[config.mk]
export PLATFORM = sky130hd
export DESIGN_NAME = mult_div_unit
export DESIGN_NICKNAME = d
export VERILOG_FILES = /design/src/rtl/mult_div_unit.sv
export SDC_FILE = /design/constraint.sdc
export NUM_CORES = 1
export LEC_CHECK = 0
export ABC_AREA = 1
export CELL_PAD_IN_SITES_DETAIL_PLACEMENT = 1
export CELL_PAD_IN_SITES_GLOBAL_PLACEMENT = 1
export CORE_ASPECT_RATIO = 0.75
export CORE_MARGIN = 10
export CORE_UTILIZATION = 45
export DETAILED_ROUTE_END_ITERATION = 8
export DONT_BUFFER_PORTS = 1
export GPL_TIMING_DRIVEN = 0
export MAX_ROUTING_LAYER = met4
export PLACE_DENSITY_LB_ADDON = 0.3
export SKIP_CTS_REPAIR_TIMING = 1
export SLEW_MARGIN = 20
export SYNTH_ARGS = -nofsm -noshare
export SYNTH_HDL_FRONTEND = slang
export SYNTH_SLANG_ARGS = --single-unit
export TNS_END_PERCENT = 10
[constraint.sdc]
create_clock -name clk -period 7.1 [get_ports clk]
set_input_delay 1.065 -clock clk [delete_from_list [all_inputs] [get_ports clk]]
set_output_delay 1.065 -clock clk [all_outputs]
set_load 0.03 [all_outputs]
[src/rtl/mult_div_unit.sv]
`default_nettype none
// +--------------------------------------------------------------------------+
// | Module   : mult_div_unit                                                 |
// | Purpose  : Iterative 32-bit multiply/divide unit with HI/LO result       |
// |            registers. MULT/MULTU use shift-add on a 64-bit accumulator,  |
// |            DIV/DIVU use restoring shift-subtract with a 33-bit partial   |
// |            remainder; both share one adder. Signed operations run on     |
// |            magnitudes and are sign-corrected in a final FIX cycle.       |
// |            MTHI/MTLO writes are accepted only while idle.                |
// | Option   : `define MDU_FAST_ZERO_EN to let multiply-by-zero and          |
// |            divide-by-zero skip the iterative phase (done at E1).         |
// | Ports    : clk, rst_n (async, active-low)                                |
// |            start, op[1:0] (00 MULT, 01 MULTU, 10 DIV, 11 DIVU)           |
// |            inA, inB      operands (multiplicand/dividend, mult./divisor) |
// |            hiWe, loWe, wrData   MTHI/MTLO write port                     |
// |            busy, done    status (never high together)                    |
// |            hi, lo        result registers                                |
// | Revision : 1.0 - initial release                                         |
// +--------------------------------------------------------------------------+
module mult_div_unit #(
  parameter int WIDTH = 32
) (
  input  logic             clk,
  input  logic             rst_n,
  input  logic             start,
  input  logic [1:0]       op,
  input  logic [WIDTH-1:0] inA,
  input  logic [WIDTH-1:0] inB,
  input  logic             hiWe,
  input  logic             loWe,
  input  logic [WIDTH-1:0] wrData,
  output logic             busy,
  output logic             done,
  output logic [WIDTH-1:0] hi,
  output logic [WIDTH-1:0] lo
);

  localparam int       c_DW       = 2 * WIDTH;
  localparam logic [5:0] c_CNT_LAST = 6'(WIDTH - 1);

  typedef enum logic [1:0] {
    ST_IDLE = 2'd0,
    ST_RUN  = 2'd1,
    ST_FIX  = 2'd2
  } state_t;

  state_t            state_q;
  logic [5:0]        cnt_q;
  logic              is_div_q;
  logic              neg_res_q;   // negate product / quotient
  logic              neg_rem_q;   // negate remainder (dividend was negative)
  logic              dz_q;        // divide by zero
  logic [WIDTH-1:0]  b_q;         // |multiplicand| or |divisor|
  logic [c_DW-1:0]   acc_q;       // {hi part / remainder, multiplier / quotient}
  logic [c_DW-1:0]   acc_d;
  logic              busy_q;
  logic              done_q;
  logic [WIDTH-1:0]  hi_q;
  logic [WIDTH-1:0]  lo_q;

  // ---------------------------------------------------------------------
  // Launch decode (used only in IDLE)
  // ---------------------------------------------------------------------
  logic             op_signed;
  logic             op_div;
  logic             a_neg;
  logic             b_neg;
  logic             b_zero;
  logic             fast_zero;
  logic [WIDTH-1:0] abs_a;
  logic [WIDTH-1:0] abs_b;

  always_comb begin
    op_signed = ~op[0];
    op_div    = op[1];
    a_neg     = op_signed & inA[WIDTH-1];
    b_neg     = op_signed & inB[WIDTH-1];
    abs_a     = a_neg ? (~inA + 1'b1) : inA;
    abs_b     = b_neg ? (~inB + 1'b1) : inB;
    b_zero    = (inB == '0);
`ifdef MDU_FAST_ZERO_EN
    fast_zero = op_div ? b_zero : (b_zero | (inA == '0));
`else
    fast_zero = 1'b0;
`endif
  end

  // ---------------------------------------------------------------------
  // Shared iteration datapath: one (WIDTH+2)-bit adder.
  // Multiply: add |B| into the upper half when the multiplier LSB is set,
  //           then shift the whole accumulator right.
  // Divide:   shift the next dividend bit into the partial remainder and
  //           try subtracting |B| (add ~B with carry-in); a carry out means
  //           no borrow, so the difference is kept and a 1 enters the
  //           quotient at the bottom.
  // ---------------------------------------------------------------------
  logic [WIDTH:0]   partial;
  logic [WIDTH:0]   addend;
  logic [WIDTH+1:0] sum;
  logic             no_borrow;

  always_comb begin
    partial   = is_div_q ? acc_q[c_DW-1:WIDTH-1] : {1'b0, acc_q[c_DW-1:WIDTH]};
    addend    = is_div_q ? ~{1'b0, b_q} : (acc_q[0] ? {1'b0, b_q} : '0);
    sum       = {1'b0, partial} + {1'b0, addend} + {{(WIDTH+1){1'b0}}, is_div_q};
    no_borrow = sum[WIDTH+1];
    if (is_div_q) begin
      // A failed trial leaves partial < |B| < 2^WIDTH, so partial[WIDTH] is 0.
      acc_d = {(no_borrow ? sum[WIDTH-1:0] : partial[WIDTH-1:0]),
               acc_q[WIDTH-2:0], no_borrow};
    end else begin
      acc_d = {sum[WIDTH:0], acc_q[WIDTH-1:1]};
    end
  end

  // ---------------------------------------------------------------------
  // Sign correction for the FIX cycle.
  // Divide by zero: the restoring loop subtracts zero every step, so the
  // remainder ends as |inA|; re-applying the dividend sign restores the
  // original inA, which is exactly the required HI value. Only LO needs an
  // override.
  // ---------------------------------------------------------------------
  logic [c_DW-1:0]  prod_fix;
  logic [WIDTH-1:0] quo;
  logic [WIDTH-1:0] rem;
  logic [WIDTH-1:0] res_hi;
  logic [WIDTH-1:0] res_lo;

  always_comb begin
    prod_fix = neg_res_q ? (~acc_q + 1'b1) : acc_q;
    quo      = acc_q[WIDTH-1:0];
    rem      = acc_q[c_DW-1:WIDTH];
    if (is_div_q) begin
      res_hi = neg_rem_q ? (~rem + 1'b1) : rem;
      res_lo = dz_q ? '1 : (neg_res_q ? (~quo + 1'b1) : quo);
    end else begin
      res_hi = prod_fix[c_DW-1:WIDTH];
      res_lo = prod_fix[WIDTH-1:0];
    end
  end

  // ---------------------------------------------------------------------
  // Control FSM and all state registers
  // ---------------------------------------------------------------------
  always_ff @(posedge clk or negedge rst_n) begin
    if (!rst_n) begin
      state_q   <= ST_IDLE;
      cnt_q     <= '0;
      is_div_q  <= 1'b0;
      neg_res_q <= 1'b0;
      neg_rem_q <= 1'b0;
      dz_q      <= 1'b0;
      b_q       <= '0;
      acc_q     <= '0;
      busy_q    <= 1'b0;
      done_q    <= 1'b0;
      hi_q      <= '0;
      lo_q      <= '0;
    end else begin
      done_q <= 1'b0;
      case (state_q)
        ST_IDLE: begin
          if (start) begin
            // start takes priority; any MTHI/MTLO in this cycle is dropped
            is_div_q  <= op_div;
            neg_res_q <= a_neg ^ b_neg;
            neg_rem_q <= a_neg;
            dz_q      <= op_div & b_zero;
            b_q       <= abs_b;
            cnt_q     <= '0;
            busy_q    <= 1'b1;
            if (fast_zero) begin
              // Preload what the full loop would have produced.
              acc_q   <= op_div ? {abs_a, {WIDTH{1'b0}}} : '0;
              state_q <= ST_FIX;
            end else begin
              acc_q   <= {{WIDTH{1'b0}}, abs_a};
              state_q <= ST_RUN;
            end
          end else begin
            if (hiWe) hi_q <= wrData;
            if (loWe) lo_q <= wrData;
          end
        end

        ST_RUN: begin
          acc_q <= acc_d;
          cnt_q <= cnt_q + 6'd1;
          if (cnt_q == c_CNT_LAST) begin
            state_q <= ST_FIX;
          end
        end

        ST_FIX: begin
          hi_q    <= res_hi;
          lo_q    <= res_lo;
          done_q  <= 1'b1;
          busy_q  <= 1'b0;
          cnt_q   <= '0;
          state_q <= ST_IDLE;
        end

        default: begin
          busy_q  <= 1'b0;
          cnt_q   <= '0;
          state_q <= ST_IDLE;
        end
      endcase
    end
  end

  assign busy = busy_q;
  assign done = done_q;
  assign hi   = hi_q;
  assign lo   = lo_q;

endmodule
`default_nettype wire

Word-level counts from Yosys, hierarchy flattened. Cells that the tools add are included.

Add/subtract/negate cells: 8. Reductions and logical operators: 10. Bitwise gates (word level): 12. Mux-type cells: 29. Equality and inequality tests: 8.

Operators by type and width (number): $mux W32 (13); $mux W64 (3); $add A32 B1 Y32 const B (4); $not A32 Y32 (4); $pmux W32 S2 (2); $pmux W64 S2 (1); $mux W33 (2); $add A64 B1 Y64 const B (1); $not A64 Y64 (1); $add A33 B33 Y34 (1); $add A34 B1 Y34 (1); $not A32 Y33 (1); $logic_not A32 Y1 (1); $pmux W6 S2 (1); $ne A2 B2 Y1 const B (5); $reduce_and A2 Y1 (4); $add A6 B1 Y6 const B (1); $eq A6 B5 Y1 const B (1); $mux W6 (1); $reduce_and A3 Y1 (2); $mux W2 (2); $pmux W2 S2 (1); $reduce_bool A2 Y1 (2); $and A1 B1 Y1 (3); 7 further kinds (9).

Bits in registers: 174. Word-level logic and storage cells: 79. Output and inout bits: 66. Bits of input ports: 103.

Depth between registers and ports, before layout.
Depth after elaboration: 7. Mapped depth: 24. Mapped depth without buffers: 20.

Worst setup path before layout. Ideal clock, no wire load.

Kind: reg2reg. Start point: register is_div_q. End point: register acc_q[59]. Cell stages (with the launch flop): 21. Data required time: 6984 ps. Slack: 3812 ps. Clock period less this slack: 3288 ps. Arrival time: 3172 ps. Path through: dfrtp_1 buf_2 inv_1 buf_2 buf_2 buf_2 a21oi_1 fa_1 fa_1 nand3_1 nand3_1 nand3_1 nand3_1 nand2_1 nand2_1 nand2_1 nand3_1 nand2_1 inv_1 nand2_1 nand2_1.

Longest elaborated chain between the ends: 6. Elaborated cells on any way between the ends: 7.

Ends and longest elaborated chain: start: declaration (line 49) `logic is_div_q;`; start signal: assignment (line 165) `is_div_q <= op_div;`; $mux W33 (on tied branches) (line 103, 104); $add A33 B33 Y34 (line 105) `sum = {1'b0, partial} + {1'b0, addend} + {{(WIDTH+1){1'b0}}, is_div_q};`; $add A34 B1 Y34 (line 105); $mux W32 (line 109) `acc_d = {(no_borrow ? sum[WIDTH-1:0] : partial[WIDTH-1:0]),`; $mux W64 * (line 107) `if (is_div_q) begin`; $pmux W64 S2 * (line 161) `case (state_q)`; end signal: assignment (line 174) `acc_q <= op_div ? {abs_a, {WIDTH{1'b0}}} : '0;`; end signal: assignment (line 177) `acc_q <= {{WIDTH{1'b0}}, abs_a};`; end: declaration (line 54) `logic [c_DW-1:0] acc_q;`.

Every way passes the cells marked *; elsewhere a longest branch is shown, timed or not. A chain may end at the register's enable or synchronous reset.

Final worst setup path. Ends and elaborated chain as after synthesis.

==> run_summary.xml <==
<?xml version="1.0" encoding="UTF-8"?>
<metrics>
  <group name="timing">
    <metric name="slew_violations" unit="">0</metric>
    <metric name="grt_setup_unrepaired" unit="">no</metric>
    <metric name="setup_viol" unit="">0</metric>
    <metric name="hold_viol" unit="">0</metric>
    <metric name="maxSlewHeadroom" unit="%">36.0</metric>
    <metric name="clock.fmax" unit="MHz">205</metric>
    <metric name="period_needed" unit="ns">4.88</metric>
    <metric name="timing.setup.tns" unit="ns">0</metric>
    <metric name="final_period_util" unit="%">68.7</metric>
    <metric name="finClkSkew" unit="ns">0.0127</metric>
    <metric name="worst_pin_slew" unit="ns">0.959</metric>
  </group>
  <group name="drt">
    <metric name="drt_iter0_drc" unit="">1876</metric>
    <metric name="firstDrtPassIters" unit="">5</metric>
    <metric name="detail-route-antenna-nets" unit="">0</metric>
    <metric name="detail_route.drc_violations" unit="">0</metric>
    <metric name="drt-total-wl" unit="µm">75700</metric>
    <metric name="wl_per_cell" unit="µm">23.4</metric>
    <metric name="vias_per_cell" unit="">5.95</metric>
    <metric name="vias" unit="">19200</metric>
  </group>
  <group name="cells_and_area">
    <metric name="multiInputGateArea" unit="µm²">9960</metric>
    <metric name="ff_latch_area" unit="µm²">4350</metric>
    <metric name="antenna_cells" unit="">0</metric>
    <metric name="areaGrowthSynthToFinish" unit="%">7.25</metric>
    <metric name="drive_above_1_share" unit="%">4.99</metric>
    <metric name="finalNetCount" unit="">2895</metric>
    <metric name="final_core_utilization" unit="%">48.6</metric>
    <metric name="final_cell_count_no_fill" unit="">3231</metric>
    <metric name="fill_cells" unit="">5021</metric>
    <metric name="mostFrequentLayoutCells" unit="">sky130_fd_sc_hd__nand2_1 (861), sky130_fd_sc_hd__inv_1 (355), sky130_fd_sc_hd__nand3_1 (298)</metric>
    <metric name="design_area" unit="µm²">17300</metric>
    <metric name="mostFrequentLayoutCell" unit="">sky130_fd_sc_hd__nand2_1</metric>
  </group>
  <group name="clocking">
    <metric name="cts_made_buffers" unit="">17</metric>
    <metric name="clock_tree.buffer_depth" unit="">2</metric>
    <metric name="ctsRootBufferMaster" unit="">sky130_fd_sc_hd__clkbuf_16</metric>
    <metric name="clk-insertion-delay-late" unit="ns">0.46</metric>
    <metric name="tritoncts" unit="">done</metric>
    <metric name="cts_h_tree_depth" unit="">4</metric>
    <metric name="cts_sinks" unit="">174</metric>
    <metric name="clk_transition_reported_paths" unit="ns">0.08</metric>
  </group>
  <group name="die">
    <metric name="dieArea" unit="µm²">44000</metric>
    <metric name="coreArea" unit="µm²">35700</metric>
    <metric name="boundaryPins" unit="">169</metric>
    <metric name="dieHeight" unit="µm">184</metric>
    <metric name="floorplan.initialDensity" unit="%">45.3</metric>
    <metric name="row_count" unit="">60</metric>
    <metric name="floorplan.die.width" unit="µm">239</metric>
  </group>
  <group name="logic_synthesis">
    <metric name="synthSimpleGateAreaFrac" unit="%">41.0</metric>
    <metric name="ys_warn_count" unit="">0</metric>
    <metric name="synth_ff_type" unit="">sky130_fd_sc_hd__dfrtp_1</metric>
    <metric name="synthDistinctLibCells" unit="">56</metric>
    <metric name="synth_adder_area_share" unit="%">3.11</metric>
    <metric name="seq_area_frac_synth" unit="%">26.9</metric>
    <metric name="synthesized_instance_count" unit="">2734</metric>
    <metric name="synth_compound_gate_area_share" unit="%">16.1</metric>
    <metric name="synth_edf_count" unit="">0</metric>
    <metric name="synth_xor_area_share" unit="%">1.46</metric>
    <metric name="mappedNetlistNets" unit="">2876</metric>
    <metric name="seq_cells_post_synth" unit="">174</metric>
    <metric name="mux_share_of_post_synthesis_cell_area" unit="%">0</metric>
    <metric name="syn_area_per_cell" unit="µm²">5.91</metric>
    <metric name="postSynth.asyncResetShare" unit="%">100</metric>
    <metric name="syn-cell-area" unit="µm²">16200</metric>
    <metric name="largest_family_of_logic_cells_by_synthesized_area" unit="">simple AND/OR/NAND/NOR gates</metric>
  </group>
  <group name="placed_design">
    <metric name="detailedPlacementHpwl" unit="µm">62100</metric>
    <metric name="postPlaceCellArea" unit="µm²">16700</metric>
    <metric name="port_buffers" unit="">0</metric>
    <metric name="placed_cells" unit="">3199</metric>
    <metric name="finalWeightedCongestion" unit="">1.01</metric>
  </group>
  <group name="global_route">
    <metric name="grtUsageMet3" unit="%">7.15</metric>
    <metric name="global_route.peak_usage_layer" unit="">met2</metric>
    <metric name="groute.layer.met1.usage" unit="%">45.9</metric>
    <metric name="antenna_violations_before_repair" unit="">0</metric>
    <metric name="grt_overflow" unit="">0</metric>
    <metric name="grt.total_usage" unit="%">35.1</metric>
    <metric name="vias_in_the_first_global_route" unit="">19400</metric>
    <metric name="largest_net_degree_at_the_start_of_global_routing" unit="">175</metric>
    <metric name="grt_first_pass_wirelength" unit="µm">115000</metric>
    <metric name="use_met2" unit="%">53.6</metric>
  </group>
  <group name="setup_path">
    <metric name="cp.buffers_inverters" unit="">5</metric>
    <metric name="worst-path-max-fanout" unit="">10</metric>
    <metric name="critPathTopFamily" unit="">buffers and inverters</metric>
    <metric name="timing.critical_path.slowest_cell_delay" unit="ns">0.65</metric>
    <metric name="worstSetupEndpointType" unit="">register</metric>
    <metric name="timing.critical_path.cells" unit="">buf_2 -&gt; buf_2 -&gt; clkbuf_1 -&gt; clkbuf_1 -&gt; o21ai_0 -&gt; fa_1 -&gt; nand3_1 -&gt; nand3_1 -&gt; nand3_1 -&gt; nand3_1 -&gt; nand2_1 -&gt; nand2_1 -&gt; nand2_1 -&gt; nand3_1 -&gt; nand2_1 -&gt; inv_1 -&gt; nand2_1 -&gt; nand2_1</metric>
    <metric name="library_cell_appearing_most_often_on_the_critical_path" unit="">sky130_fd_sc_hd__nand2_1</metric>
    <metric name="cp-start-kind" unit="">register</metric>
    <metric name="crit_required" unit="ns">7.45</metric>
    <metric name="crit_slowest_cell" unit="">sky130_fd_sc_hd__clkbuf_1</metric>
    <metric name="worstPathArrival" unit="ns">5.23</metric>
    <metric name="worst-setup-path-type" unit="">reg2reg</metric>
  </group>
  <group name="power_and_ir_drop">
    <metric name="leakage" unit="nW">8.77</metric>
    <metric name="peakVddDrop" unit="V">0.000345</metric>
    <metric name="p_per_area" unit="nW/µm²">633</metric>
  </group>
  <group name="flow_run">
    <metric name="max_cap_viol_count" unit="">0</metric>
  </group>
  <group name="run_status">
    <metric name="outcome" unit="">finished clean</metric>
  </group>
  <group name="hold_path">
    <metric name="worstHoldPathType" unit="">in2async</metric>
  </group>
</metrics>
==> layer usage <==
metal | vias to the layer above | routed length, µm
li1 | 8865 | -
met1 | 9389 | 33400
met2 | 839 | 33000
met3 | 129 | 6900
met4 | 0 | 2370
met5 | - | 0
==> worst paths after layout <==
| path | start | endpoint | slack (ns) | cells past startpoint |
|---|---|---|---|---|
| max | is_div_q | acc_q[59] | 2.22 | 18 |
| min | rst_n | acc_q[5] | 0.29 | 0 |
| max in group asynchronous | rst_n | b_q[9] | 6.58 | 0 |
| max reg2reg | is_div_q | acc_q[59] | 2.22 | 18 |
| min reg2reg | cnt_q[3] | cnt_q[3] | 0.52 | 2 |
| min in group clk | cnt_q[3] | cnt_q[3] | 0.52 | 2 |
==> cells in the mapped netlist, drive strengths merged, types with 3 or more instances <==
library cell    n  area share [%]
dfrtp         174              27
a21o            5            0.23
xor2           15            0.81
nand3         305             9.7
a22oi          10            0.46
nor2          257             6.4
nand3b          5            0.31
o31ai           7            0.33
nand2         873              21
or2            10            0.39
o21bai          6            0.28
inv           367             8.5
a31oi          22            0.85
o21ai         240             7.5
o211ai          6            0.28
buf            35             1.3
clkbuf         68             1.6
nand4          49             1.9
nor4            3            0.12
a21oi         173             5.6
xnor2          12            0.65
nor3           31             1.2
ha             37             2.9
and2            7            0.27
a21boi          4            0.19
==> cells by family after synthesis <==
| family | Yosys count |
|---|---|
| flip-flops | 174 |
| AO/OA/AOI/OAI | 479 |
| XOR/XNOR | 27 |
| buffers and inverters | 471 |
| AND/OR/NAND/NOR | 1544 |
| adder cells (fa/ha/maj) | 39 |
==> state kept, by name (all words and copies together) (netlist names) <==
name,count
hi,32
dz_q,1
is_div_q,1
busy,1
b_q,32
neg_res_q,1
neg_rem_q,1
done,1
lo,32
acc_q,64
state_q,2
cnt_q,6
==> through the flow <==
| step | hold WS, ns | power [W] | setup slack, ns |
|---|---|---|---|
| final | 0.290 | 0.0110 | 2.22 |
| after global routing | 0.282 | 0.0119 | 2.05 |
| after CTS | 0.293 | 0.0108 | 2.38 |
| after detailed placement | 0.503 | 0.00970 | 2.47 |
| after global placement | 0.469 | 0.00942 | 2.60 |
| after floorplan | 0.452 | 0.00723 | 3.81 |
==> worst reg2reg max path, cell delays in order, from the launching register on <==
cell and delay [ns]:
sky130_fd_sc_hd__dfrtp_1 0.40, sky130_fd_sc_hd__buf_2 0.33, sky130_fd_sc_hd__buf_2 0.34, sky130_fd_sc_hd__clkbuf_1 0.65, sky130_fd_sc_hd__clkbuf_1 0.56, sky130_fd_sc_hd__o21ai_0 0.38, sky130_fd_sc_hd__fa_1 0.62, sky130_fd_sc_hd__nand3_1 0.14
sky130_fd_sc_hd__nand3_1 0.19, sky130_fd_sc_hd__nand3_1 0.16, sky130_fd_sc_hd__nand3_1 0.18, sky130_fd_sc_hd__nand2_1 0.20, sky130_fd_sc_hd__nand2_1 0.12, sky130_fd_sc_hd__nand2_1 0.09, sky130_fd_sc_hd__nand3_1 0.10, sky130_fd_sc_hd__nand2_1 0.12
sky130_fd_sc_hd__inv_1 0.04, sky130_fd_sc_hd__nand2_1 0.10, sky130_fd_sc_hd__nand2_1 0.06
==> layout make-up <==
type / instances / area share (%)
sequential: 174 / 25.1
inverter: 368 / 7.97
tap: 465 / 3.36
multi-input combinational: 2089 / 57.4
buffer: 103 / 2.71
clock inverter: 14 / 0.873
clock buffer: 18 / 2.53
==> report_power, final <==
| part | leakage (nW) | internal (W) | switching (W) |
|---|---|---|---|
| combinational | 6.39 | 0.00218 | 0.00539 |
| clock | 0.282 | 0.000507 | 0.000478 |
| sequential | 2.10 | 0.00147 | 0.000961 |
Note: power is estimated with default switching activity, not from simulation.
